$ cat src/rtl/decode_stage.sv
// Registered N-way decode stage for a small Alpha integer subset. In-order instruction-buffer
// lanes are decoded and held in a WAYS-deep queue that dispatch drains oldest first.
package decode_stage_pkg;
    typedef logic [31:0] IBEntry_t;
    typedef logic [4:0]  ARCH_REG;
    localparam ARCH_REG ZERO_REG = 5'd31;

    typedef enum logic [1:0] {FUT_ALU, FUT_MULT, FUT_BR, FUT_LDST} FU_TYPE;
    typedef enum logic {OPA_IS_REGA, OPA_IS_NPC} opa_sel_t;
    typedef enum logic [1:0] {OPB_IS_REGB, OPB_IS_ALU_IMM, OPB_IS_MEM_DISP, OPB_IS_BR_DISP} opb_sel_t;
    typedef enum logic [3:0] {
        ALU_ADDQ, ALU_SUBQ, ALU_AND, ALU_BIS, ALU_XOR, ALU_CMPEQ, ALU_CMPULT, ALU_MULQ
    } alu_func_t;
    typedef enum logic [1:0] {DEST_NONE, DEST_RC, DEST_RA} dest_sel_t;

    typedef struct packed {
        opa_sel_t  opa_select;
        opb_sel_t  opb_select;
        alu_func_t alu_func;
        dest_sel_t dest_reg;
        logic      rd_mem;
        logic      halt;
        logic      illegal;
        logic      noop;
    } DE_control_t;

    typedef struct packed {
        FU_TYPE      fu_type;
        ARCH_REG     dest_idx;
        ARCH_REG     rega_idx;
        ARCH_REG     regb_idx;
        DE_control_t control;
    } de_lane_t;

    localparam de_lane_t EMPTY_LANE = '{
        fu_type: FUT_ALU, dest_idx: ZERO_REG, rega_idx: ZERO_REG, regb_idx: ZERO_REG, control: '0
    };
endpackage

module decode_stage
    import decode_stage_pkg::*;
#(
    parameter int WAYS        = 2,
    parameter bit ENABLE_MULT = 1'b1,
    parameter bit DROP_NOOP   = 1'b0,
    localparam int CW         = $clog2(WAYS + 1)
) (
    input  logic                 clock,
    input  logic                 reset_n,
    input  logic [WAYS-1:0]      ib_valid,
    input  logic [WAYS*32-1:0]   ib_data,
    input  logic                 flush,
    input  logic [CW-1:0]        dp_accept,
    output logic [CW-1:0]        de_consume,
    output logic [WAYS-1:0]      de_valid,
    output logic [WAYS*2-1:0]    de_fuType,
    output logic [WAYS*5-1:0]    de_destidx,
    output logic [WAYS*5-1:0]    de_regAidx,
    output logic [WAYS*5-1:0]    de_regBidx,
    output logic [WAYS*13-1:0]   de_control,
    output logic                 de_halted,
    output logic                 de_exception
);

    de_lane_t      entries   [WAYS];
    de_lane_t      next_q    [WAYS];
    de_lane_t      new_lanes [WAYS];
    de_lane_t      lane_dec;
    logic [CW-1:0] occ;
    logic [CW-1:0] acc_eff;
    logic          halted;
    logic          exc;
    logic          hit_halt;
    logic          hit_illegal;
    logic          stop;
    int            room;
    int            keep;
    int            enq;
    int            take;

    function automatic de_lane_t decode_lane(input IBEntry_t inst);
        de_lane_t   d;
        logic       legal;
        logic [5:0] op;
        logic [6:0] func;
        op    = inst[31:26];
        func  = inst[11:5];
        legal = 1'b1;
        d     = EMPTY_LANE;
        case (op)
            6'h00: begin
                if (inst[25:0] == 26'd0) d.control.halt = 1'b1;
                else legal = 1'b0;
            end
            6'h10, 6'h11, 6'h13: begin
                d.rega_idx           = inst[25:21];
                d.regb_idx           = inst[12] ? ZERO_REG : inst[20:16];
                d.dest_idx           = inst[4:0];
                d.control.opb_select = inst[12] ? OPB_IS_ALU_IMM : OPB_IS_REGB;
                d.control.dest_reg   = DEST_RC;
                case ({op, func})
                    {6'h10, 7'h20}: d.control.alu_func = ALU_ADDQ;
                    {6'h10, 7'h29}: d.control.alu_func = ALU_SUBQ;
                    {6'h10, 7'h2D}: d.control.alu_func = ALU_CMPEQ;
                    {6'h10, 7'h1D}: d.control.alu_func = ALU_CMPULT;
                    {6'h11, 7'h00}: d.control.alu_func = ALU_AND;
                    {6'h11, 7'h20}: d.control.alu_func = ALU_BIS;
                    {6'h11, 7'h40}: d.control.alu_func = ALU_XOR;
                    {6'h13, 7'h20}: begin
                        d.fu_type          = FUT_MULT;
                        d.control.alu_func = ALU_MULQ;
                        legal              = ENABLE_MULT;
                    end
                    default: legal = 1'b0;
                endcase
                // BIS into r31 is the canonical Alpha NOP and writes nothing.
                if (op == 6'h11 && func == 7'h20 && inst[4:0] == ZERO_REG) begin
                    d.control.noop     = 1'b1;
                    d.control.dest_reg = DEST_NONE;
                    d.dest_idx         = ZERO_REG;
                end
            end
            6'h29: begin
                d.fu_type            = FUT_LDST;
                d.rega_idx           = inst[20:16];
                d.dest_idx           = inst[25:21];
                d.control.opb_select = OPB_IS_MEM_DISP;
                d.control.dest_reg   = DEST_RA;
                d.control.rd_mem     = 1'b1;
            end
            6'h30, 6'h34: begin
                d.fu_type            = FUT_BR;
                d.dest_idx           = inst[25:21];
                d.control.opa_select = OPA_IS_NPC;
                d.control.opb_select = OPB_IS_BR_DISP;
                d.control.dest_reg   = DEST_RA;
            end
            default: legal = 1'b0;
        endcase
        if (!legal) begin
            d                 = EMPTY_LANE;
            d.control.illegal = 1'b1;
        end
        return d;
    endfunction

    // Lane selection, take count and the compacted next queue image.
    always_comb begin
        acc_eff     = (dp_accept > occ) ? occ : dp_accept;
        room        = WAYS - int'(occ) + int'(acc_eff);
        keep        = int'(occ) - int'(acc_eff);
        take        = 0;
        enq         = 0;
        stop        = 1'b0;
        hit_halt    = 1'b0;
        hit_illegal = 1'b0;
        lane_dec    = EMPTY_LANE;
        for (int i = 0; i < WAYS; i++) new_lanes[i] = EMPTY_LANE;
        for (int i = 0; i < WAYS; i++) begin
            lane_dec = decode_lane(ib_data[i*32 +: 32]);
            if (stop || !ib_valid[i]) begin
                stop = 1'b1;
            end else if (DROP_NOOP && lane_dec.control.noop) begin
                take = take + 1;
            end else if (enq < room) begin
                new_lanes[enq] = lane_dec;
                enq            = enq + 1;
                take           = take + 1;
                if (lane_dec.control.halt)    hit_halt    = 1'b1;
                if (lane_dec.control.illegal) hit_illegal = 1'b1;
                if (lane_dec.control.halt || lane_dec.control.illegal) stop = 1'b1;
            end else begin
                stop = 1'b1;
            end
        end
        if (!reset_n || flush || halted) begin
            take        = 0;
            enq         = 0;
            hit_halt    = 1'b0;
            hit_illegal = 1'b0;
        end
        for (int i = 0; i < WAYS; i++) begin
            next_q[i] = EMPTY_LANE;
            if (i < keep)            next_q[i] = entries[i + int'(acc_eff)];
            else if (i - keep < enq) next_q[i] = new_lanes[i - keep];
        end
        de_consume = CW'(take);
    end

    // Flush clears the queue image too, so lanes past occ always read as empty.
    always_ff @(posedge clock) begin
        if (!reset_n || flush) begin
            occ    <= '0;
            halted <= 1'b0;
            exc    <= 1'b0;
            for (int i = 0; i < WAYS; i++) entries[i] <= EMPTY_LANE;
        end else begin
            occ <= CW'(keep + enq);
            for (int i = 0; i < WAYS; i++) entries[i] <= next_q[i];
            if (hit_halt || hit_illegal) halted <= 1'b1;
            if (hit_illegal)             exc    <= 1'b1;
        end
    end

    always_comb begin
        for (int i = 0; i < WAYS; i++) begin
            de_valid[i]            = (i < int'(occ));
            de_fuType[i*2 +: 2]    = entries[i].fu_type;
            de_destidx[i*5 +: 5]   = entries[i].dest_idx;
            de_regAidx[i*5 +: 5]   = entries[i].rega_idx;
            de_regBidx[i*5 +: 5]   = entries[i].regb_idx;
            de_control[i*13 +: 13] = entries[i].control;
        end
        de_halted    = halted;
        de_exception = exc;
    end

endmodule

$ cat config.mk
export PLATFORM = sky130hd
export DESIGN_NAME = decode_stage
export DESIGN_NICKNAME = d
export VERILOG_FILES = /design/src/rtl/decode_stage.sv
export SDC_FILE = /design/constraint.sdc
export NUM_CORES = 1
export LEC_CHECK = 0
export ABC_CLOCK_PERIOD_IN_PS = 9700
export CAP_MARGIN = 10
export CORE_ASPECT_RATIO = 1.75
export CORE_UTILIZATION = 53
export DETAILED_ROUTE_END_ITERATION = 10
export GPL_TIMING_DRIVEN = 0
export PLACE_DENSITY_LB_ADDON = 0.08
export SYNTH_ARGS = -nofsm -noshare
export SYNTH_HDL_FRONTEND = slang
export SYNTH_SLANG_ARGS = --single-unit
$ cat constraint.sdc
create_clock -name clock -period 9.7 [get_ports clock]
set_input_delay 1.94 -clock clock [delete_from_list [all_inputs] [get_ports clock]]
set_output_delay 1.94 -clock clock [all_outputs]
set_load 0.01 [all_outputs]
After elaboration in Yosys (flattened, before gate mapping)
Memories as Yosys holds them, arrays and structs flattened.
Index checks and enable logic that the tools add are counted.
{"block": "classes", "reduce_logical": 24, "addsub": 8, "eq_ne": 32, "n_lt_le_gt_ge": 13, "bitwise_logic": 5, "muxes": 87}
{"op": "2-to-1 mux 30 bit", "n": 17}
{"op": "== test 13 x 12 -> 1 bit (second input constant)", "n": 16}
{"op": "2-to-1 mux 60 bit", "n": 2}
{"op": "greater-or-equal comparator 32 x 2 -> 1 bit (second input constant)", "n": 3}
{"op": "2-to-1 mux 32 bit", "n": 3}
{"op": "NOT 32 bit", "n": 3}
{"op": "< comparator 4 x 32 -> 1 bit", "n": 2}
{"op": "bitwise mux 60 bit", "n": 1}
{"op": "zero test 26 bit", "n": 2}
{"op": "2-to-1 mux 1 bit", "n": 42}
{"op": "case mux 3 bit (7 select lines)", "n": 2}
{"op": "case mux 7 bit (3 select lines)", "n": 2}
{"op": "== test 6 x 5 -> 1 bit (second input constant)", "n": 6}
{"op": "== test 6 bit (second input constant)", "n": 6}
{"op": "adder 32 x 2 -> 32 bit (second input constant)", "n": 1}
{"op": "< comparator 32 x 1 -> 1 bit (second input constant)", "n": 1}
{"op": "demux 30 bit (select 1 bit)", "n": 1}
{"op": "2-to-1 mux 5 bit", "n": 6}
{"op": "case mux 5 bit (2 select lines)", "n": 2}
{"op": "OR reduction 8 bit", "n": 2}
{"op": "== test 7 x 6 -> 1 bit (second input constant)", "n": 2}
{"op": "zero test 6 bit", "n": 2}
{"op": "case mux 2 bit (3 select lines)", "n": 2}
{"op": "OR reduction 3 bit", "n": 4}
{"op": "23 further kinds", "n": 39}
{"block": "totals", "memories": 1, "output_inout_bits": 66, "ramBits": 60, "register_bits": 4, "wordCells": 173, "in_bits": 71}
{"memory": "entries", "words": 2, "word_bits": 30, "read_ports": 4, "rd_ports_with_merged_regs": 0, "wr": 2, "line_no": "65", "text": "de_lane_t entries [WAYS];"}

Longest topological paths before layout
Gate-level depths: netlist (run 1).
{"block": "depth", "depth_word": 20, "ltp_mapped": 25, "ltp_nobuf": 22}

Least setup slack after synthesis (run 1)
OpenSTA, ideal clock, no wires.
{"block": "synth_timing", "kind": "input-to-output", "start": "input port dp_accept[1]", "end": "output port de_consume[0]", "setup_slack_ns": 2.165, "stages": 14, "path_buffers": 1, "arrival_ns": 5.595, "required_time_ns": 7.760, "cell_sequence": "inv_1 ha_1 nor2b_1 o21ai_0 mux2i_1 clkinv_1 clkbuf_1 ha_1 fa_1 nand2b_1 o221ai_1 clkinv_1 ha_1 o311a_1"}
{"block": "synth_via", "elab_chain_cells": 10, "word_cells_on_any_way": 14, "classes_between": "add/sub: 2; order compare: 3; mux: 8; reduce/logical: 1"}
{"element": "start: declaration", "line_no": "53", "text": "input logic [CW-1:0] dp_accept,"}
{"element": "> comparator 2 bit", "line_no": "149", "text": "acc_eff = (dp_accept > occ) ? occ : dp_accept;"}
{"element": "2-to-1 mux 2 bit (*)", "line_no": "149"}
{"element": "adder 3 x 3 -> 4 bit (*)", "line_no": "150", "text": "room = WAYS - int'(occ) + int'(acc_eff);"}
{"element": "< comparator 1 x 4 -> 1 bit", "line_no": "165", "text": "end else if (enq < room) begin"}
{"element": "2-to-1 mux 1 bit", "line_no": "165"}
{"element": "2-to-1 mux 1 bit", "line_no": "161", "text": "if (stop || !ib_valid[i]) begin"}
{"element": "adder 32 x 2 -> 32 bit / < comparator 2 x 4 -> 1 bit (equally long branches)", "line_no": "168, 165"}
{"element": "2-to-1 mux 32 bit"}
{"element": "2-to-1 mux 32 bit (*) (2 in a row)"}
{"element": "end: declaration", "line_no": "54", "text": "output logic [CW-1:0] de_consume,"}
Every way passes the cells marked *; elsewhere a longest branch is shown, timed or not.

Final worst setup path (run 1)
Ends and elaborated chain as after synthesis.

==> results of run 1 <==
==> cell families (layout without fill, tap and decap cells) <==
kind of cell	count (synthesis)	count (layout)	share of synthesized area [%]
AOI/OAI and AO/OA	242	242	35.3
muxes	2	2	0.403
buffers and inverters	66	216	5.57
and+or+nand+nor	270	270	28.0
xor gates and xnor gates	1	1	0.176
DFF	64	64	25.8
adders and majority gates	17	17	4.74
==> report_power, final <==
part           switching [W]  leakage [nW]  internal, W
clock               0.000133         0.139     0.000201
combinational       0.000188          1.64     0.000107
sequential         0.0000109         0.519     0.000274
==> sequential cells by signal, summed over array words and instances, names as in the netlist <==
| name | flops |
|---|---|
| entries | 60 |
| occ | 2 |
| de_exception | 1 |
| de_halted | 1 |
==> Yosys cell counts (3+ instances only) <==
| cell | n | area [sq um] |
|---|---|---|
| nand3_1 | 16 | 80.1 |
| a22o_1 | 6 | 52.6 |
| nand4_1 | 3 | 18.8 |
| o21a_1 | 8 | 60.1 |
| a21o_1 | 5 | 37.5 |
| a211oi_1 | 3 | 22.5 |
| inv_1 | 16 | 60.1 |
| o21ai_0 | 72 | 360 |
| nand3b_1 | 4 | 30.0 |
| nor2b_1 | 4 | 25.0 |
| buf_2 | 5 | 25.0 |
| o31ai_1 | 11 | 82.6 |
| or4_1 | 3 | 22.5 |
| a31oi_1 | 15 | 93.8 |
| nor2_1 | 49 | 184 |
| o221ai_1 | 6 | 52.6 |
| o31a_1 | 3 | 26.3 |
| nor3b_1 | 6 | 45.0 |
| ha_1 | 14 | 175 |
| dfxtp_1 | 64 | 1280 |
| or2_2 | 4 | 25.0 |
| nand2b_1 | 11 | 68.8 |
| nor4_1 | 27 | 169 |
| or4b_2 | 3 | 30.0 |
| o221a_1 | 6 | 67.6 |
| a21oi_1 | 36 | 180 |
| or3_1 | 4 | 25.0 |
| o221a_2 | 10 | 113 |
| o211ai_1 | 5 | 37.5 |
| a221o_1 | 6 | 60.1 |
| clkbuf_1 | 38 | 143 |
| nor3_1 | 25 | 125 |
| nand2_1 | 83 | 312 |
| o2111ai_1 | 5 | 43.8 |
| and2_1 | 6 | 37.5 |
| o22ai_1 | 5 | 31.3 |
| a22oi_1 | 10 | 75.1 |
| fa_1 | 3 | 60.1 |
| and3_1 | 3 | 18.8 |
| nor4b_1 | 4 | 35.0 |
==> what timing repair did <==
| item | CTS | global route |
|---|---|---|
| endpoints found under the setup margin | 1 | 1 |
| gates resized for setup | 2 | 1 |
| hold endpoints to repair | 0 | 0 |
==> metrics by stage <==
| step | worst slack (ps) | utilization [%] | TNS, ps | cells |
|---|---|---|---|---|
| final | 244 | 74.4 | 0 | 932 |
| after floorplan | 2170 | - | 0 | 662 |
| after global placement | 16.2 | 70.9 | 0 | 915 |
| after detailed placement | -139 | 70.9 | -139 | 915 |
| after CTS | 98.8 | 74.3 | 0 | 931 |
| after global routing | 106 | 74.4 | 0 | 932 |
==> layer usage <==
layer / global-route usage, % / vias up
met5: 2.22 / -
met4: 34.5 / 0
met3: 14.3 / 162
met2: 72.0 / 547
met1: 50.2 / 2950
li1: - / 2810
==> layout make-up <==
type                    instances  area [sq um]  area share, %
flip-flops and latches         64          1280           18.9
repair buffers                134          1340           19.8
well taps                     120           150           2.22
plain buffers                  48           209           3.09
inverters                      18          68.8           1.02
clock buffers                   9           225           3.33
clock inverters                 7          78.8           1.17
multi-input cells             532          3410           50.5
==> how the worst max path moves through the flow <==
stage	from	to	slack (ps)	cells after the start
final	dp_accept[1]	de_consume[0]	240	16
after detailed placement	dp_accept[1]	de_consume[0]	-140	16
after global routing	dp_accept[1]	de_consume[0]	110	16
after floorplan	dp_accept[1]	de_consume[0]	2170	14
after global placement	dp_accept[1]	de_consume[0]	20	16
after CTS	dp_accept[1]	de_consume[0]	100	16
==> critical path, cell delays in order <==
cell             delay [ps]
clkdlybuf4s50_1         530
inv_1                    60
ha_1                    300
nor2b_1                 130
o21ai_0                 300
mux2i_2                 580
inv_2                   230
clkbuf_1                400
ha_1                    350
fa_1                    460
nand2b_1                160
o221ai_1                480
clkinv_2                320
ha_1                    370
o311a_1                 400
clkdlybuf4s50_1         500
==> impl_metrics.json, run 1 <==
{
  "syn_inst": 662,
  "r2r_end": "entries[0][23]$_SDFFE_PP1P_",
  "finalPower_w": 0.000914,
  "r2r_slack_ps": 2600,
  "grt_remaining_overflow": 0,
  "antennaDiodeCount": 0,
  "nets": 895,
  "synth_seq_cells": 64,
  "rsz0062_at_grt": "false",
  "synth.avg_cell_area_sq_um": 7.50,
  "filler_cell_count": 745,
  "io_pins": 137,
  "start_kind": "input pin",
  "numPortBuffers": 133,
  "fp.dieW_um": 75.2,
  "min_from": "entries[0][9]$_SDFFE_PP0P_",
  "synthDistinctLibCells": 78,
  "setup_violations": 0,
  "route.met2.wl_mm": 10.1,
  "drt_iter0_drc": 842,
  "drive_gt1_share_pct": 7.76,
  "cts_tree": "built",
  "die_h_um": 130,
  "cp.arrival_ps": 7520,
  "holdPathStages": 2,
  "dieArea_sq_um": 9780,
  "syn_area_sq_um": 4970,
  "ys_seq_area_share_pct": 25.8,
  "routed-via-count": 6469,
  "synth_edf_count": 0,
  "whs_ps": 477,
  "tightestPinTransition_ps": 1080,
  "period_needed_ps": 9460,
  "area_growth_pct": 36.2,
  "fmax_ghz": 0.106,
  "firstDrtPassIters": 8,
  "postCtsSetupRepairBufs": 0,
  "wl_mm": 21.4,
  "wl_per_cell_um": 23.0,
  "cts_max_path_buffers": 2,
  "fin_skew_ps": 8.77,
  "fin_area_sq_um": 6760,
  "reg2reg_depth": 20,
  "numClockSinks": 64,
  "place.gp.congestion": 1.03,
  "viasPerCell": 6.94,
  "cp.required_ps": 7760,
  "core_sq_um": 9090,
  "relSlewSlack_pct": 28.0,
  "final_cell_mix": "133 x clkdlybuf4s50_1, 83 x nand2_1, 72 x o21ai_0, 64 x dfxtp_1, 49 x nor2_1",
  "hold_buffers": 0,
  "cts.clk_slew.worst_paths_ps": 60,
  "wl_met3_mm": 2.25,
  "synth_fp_nets": 750,
  "grtUsageTotal_pct": 45.7,
  "synthArstFlopShare_pct": 0,
  "layout_commonest_cell": "clkdlybuf4s50_1",
  "end_kind": "primary output",
  "numCtsBuffers": 9,
  "clkLatencyLatePin_ps": 340,
  "grt_pass1_wl_mm": 33.0,
  "hold_viol": 0,
  "critical_path_class": "input pin to primary output",
  "grt_pass1_vias": 6143,
  "cap_violations": 0,
  "top_layer": "met4",
  "start_util_pct": 54.6,
  "post-route-drc-count": 0,
  "cp_max_fo": 11,
  "antenna_found_initial": 0,
  "postPlaceCellArea_sq_um": 6450,
  "rows": 46,
  "dp_hpwl_mm": 16.1,
  "cts-root-buf": "clkbuf_16",
  "postRouteAntennaNets": 0,
  "peakVddDrop_mv": 0.101,
  "htreeDepth": 3,
  "worstHoldEndpoint": "entries[1][9]$_SDFFE_PP0P_",
  "slew_violations": 0,
  "power_density_nw_per_um2": 135,
  "p_leak_nw": 2.30,
  "grt_max_degree": 14,
  "status": "complete, no violations",
  "reg2reg_from": "occ[1]$_SDFF_PP0_",
  "m1WireLength_mm": 7.33,
  "ys.warnings.count": 0,
  "fin_crit_sh_pct": 97.5,
  "synthFlopType": "dfxtp_1",
  "min_path_type": "flop to flop"
}
(Power assumes the default switching activity.)
==> inputs of run 2 (changes only) <==
- CORE_UTILIZATION: 53 -> 35
==> run 2 against run 1 <==
  * Cell count increased by 6.2%
  * Non-clock buffer count increased by 1
  * Clock power increased by 1%
  * Flip-flop and latch count unchanged
  * Largest power group unchanged
  * Fmax increased by 2.6%
  * Global-route usage decreased by 14 points
  * Clock skew decreased by 2.0 ps
  * Wire length increased by 9.9%
  * Critical path depth unchanged
  * Combinational power about the same
  * Via count decreased by 3.0%
  * Setup slack improved by 240 ps
==> impl_metrics.json, run 2 (synthesis results as in run 1) <==
{
  "post-route-drc-count": 0,
  "cp.required_ps": 7760,
  "fin_area_sq_um": 6840,
  "cp_max_fo": 11,
  "fp.dieW_um": 92.0,
  "place.gp.congestion": 0.944,
  "routed-via-count": 6276,
  "end_kind": "primary output",
  "numCtsBuffers": 9,
  "die_h_um": 160,
  "setup_ws_ps": 486,
  "dp_hpwl_mm": 18.4,
  "firstDrtPassIters": 7,
  "antenna_found_initial": 0,
  "grt_pass1_wl_mm": 35.6,
  "setup_tns_ps": 0,
  "min_path_type": "flop to flop",
  "status": "complete, no violations",
  "final_cells": 990,
  "htreeDepth": 3,
  "cts_tree": "built",
  "tightestPinTransition_ps": 1200,
  "drt_iter0_drc": 575,
  "relSlewSlack_pct": 19.4,
  "hold_buffers": 0,
  "cts-root-buf": "clkbuf_16",
  "critical_path_class": "input pin to primary output",
  "io_pins": 137,
  "grt_max_degree": 13,
  "fin_skew_ps": 6.80,
  "fmax_ghz": 0.109,
  "clkLatencyLatePin_ps": 340,
  "dpl.cell_count": 974,
  "numClockSinks": 64,
  "preCtsSetupSlack_ps": 112,
  "final_cell_mix": "133 x clkdlybuf4s50_1, 83 x nand2_1, 72 x o21ai_0, 64 x dfxtp_1, 49 x nor2_1",
  "rsz0062_at_grt": "false",
  "fin_crit_sh_pct": 95.0,
  "grt_remaining_overflow": 0,
  "largestRegisters": "entries x60, occ x2",
  "final_util_pct": 49.4,
  "wl_mm": 23.5,
  "start_util_pct": 35.9,
  "hold_viol": 0,
  "grt_pass1_vias": 6137,
  "top_register": "entries",
  "postPlaceCellArea_sq_um": 6530,
  "peakVddDrop_mv": 0.0707,
  "postRouteAntennaNets": 0,
  "filler_cell_count": 1434,
  "largest_register_ff_count": 60,
  "core_sq_um": 13800,
  "p_leak_nw": 2.30,
  "dieArea_sq_um": 14700,
  "rows": 57,
  "wl_per_cell_um": 23.8,
  "numPortBuffers": 133,
  "cts.clk_slew.worst_paths_ps": 60,
  "cts_max_path_buffers": 2,
  "setup_violations": 0,
  "layout_commonest_cell": "clkdlybuf4s50_1",
  "slew_violations": 0,
  "start_kind": "input pin",
  "drive_gt1_share_pct": 7.87,
  "antennaDiodeCount": 0,
  "nets": 896,
  "area_growth_pct": 37.7,
  "cap_violations": 0,
  "grtUsageTotal_pct": 31.8,
  "period_needed_ps": 9210,
  "power_density_nw_per_um2": 134,
  "cp.arrival_ps": 7270,
  "viasPerCell": 6.34
}
## run 2: power by group
part / internal, W / total (W) / switching (W)
Combinational: 0.000107 / 0.000295 / 0.000188
Clock: 0.000199 / 0.000338 / 0.000139
Sequential: 0.000274 / 0.000285 / 0.0000106
Total: 0.000580 / 0.000917 / 0.000337
## run 2: worst paths after layout
kind         depth (start not counted)                  startpoint                           to  slack (ps)
min                                  2  entries[1][9]$_SDFFE_PP0P_   entries[1][9]$_SDFFE_PP0P_         480
max reg2reg                         20           occ[1]$_SDFF_PP0_  entries[0][26]$_SDFFE_PP1P_        2790
min reg2reg                          2  entries[1][9]$_SDFFE_PP0P_   entries[1][9]$_SDFFE_PP0P_         480
max                                 16                dp_accept[1]                de_consume[0]         490
## run 2: final cells by class
| type | count | area [sq um] | share of cell area, % |
|---|---|---|---|
| Clock inverter | 7 | 72.6 | 1.06 |
| Clock buffer | 9 | 225 | 3.29 |
| Timing Repair Buffer | 135 | 1340 | 19.7 |
| Buffer | 48 | 209 | 3.06 |
| Sequential cell | 64 | 1280 | 18.7 |
| Tap cell | 177 | 221 | 3.24 |
| Multi-Input combinational cell | 532 | 3410 | 49.9 |
| Inverter | 18 | 71.3 | 1.04 |
## run 2: metrics by stage
| stage | hold slack, ps | total power (W) |
|---|---|---|
| 2_1_floorplan | 488 | 0.000441 |
| 3_3_place_gp | 460 | 0.000575 |
| 3_5_place_dp | 472 | 0.000578 |
| 4_1_cts | 481 | 0.000909 |
| 5_1_grt | 515 | 0.000950 |
| 6_report | 476 | 0.000917 |
## run 2: what timing repair did
item                       in CTS  in global routing
resized for setup               0                  3
setup buffers                   0                  0
hold endpoints to repair        0                  0
setup endpoints to repair       0                  2
## run 2: worst max-delay path, stage by stage
cell and delay, ps:
clkdlybuf4s50_1 530, inv_1 60, ha_1 300, nor2b_1 130, o21ai_0 230, mux2i_2 540, clkinvlp_4 400, clkbuf_1 370
ha_1 310, fa_1 460, nand2b_1 160, o221ai_1 420, inv_2 200, ha_1 330, o311a_1 390, clkdlybuf4s50_1 500
## run 2: layer usage
layer,global-route usage [%],wire (um)
met1,35.0,8500
met2,55.9,12000
met3,6.78,1730
met4,17.5,1290
met5,0,0
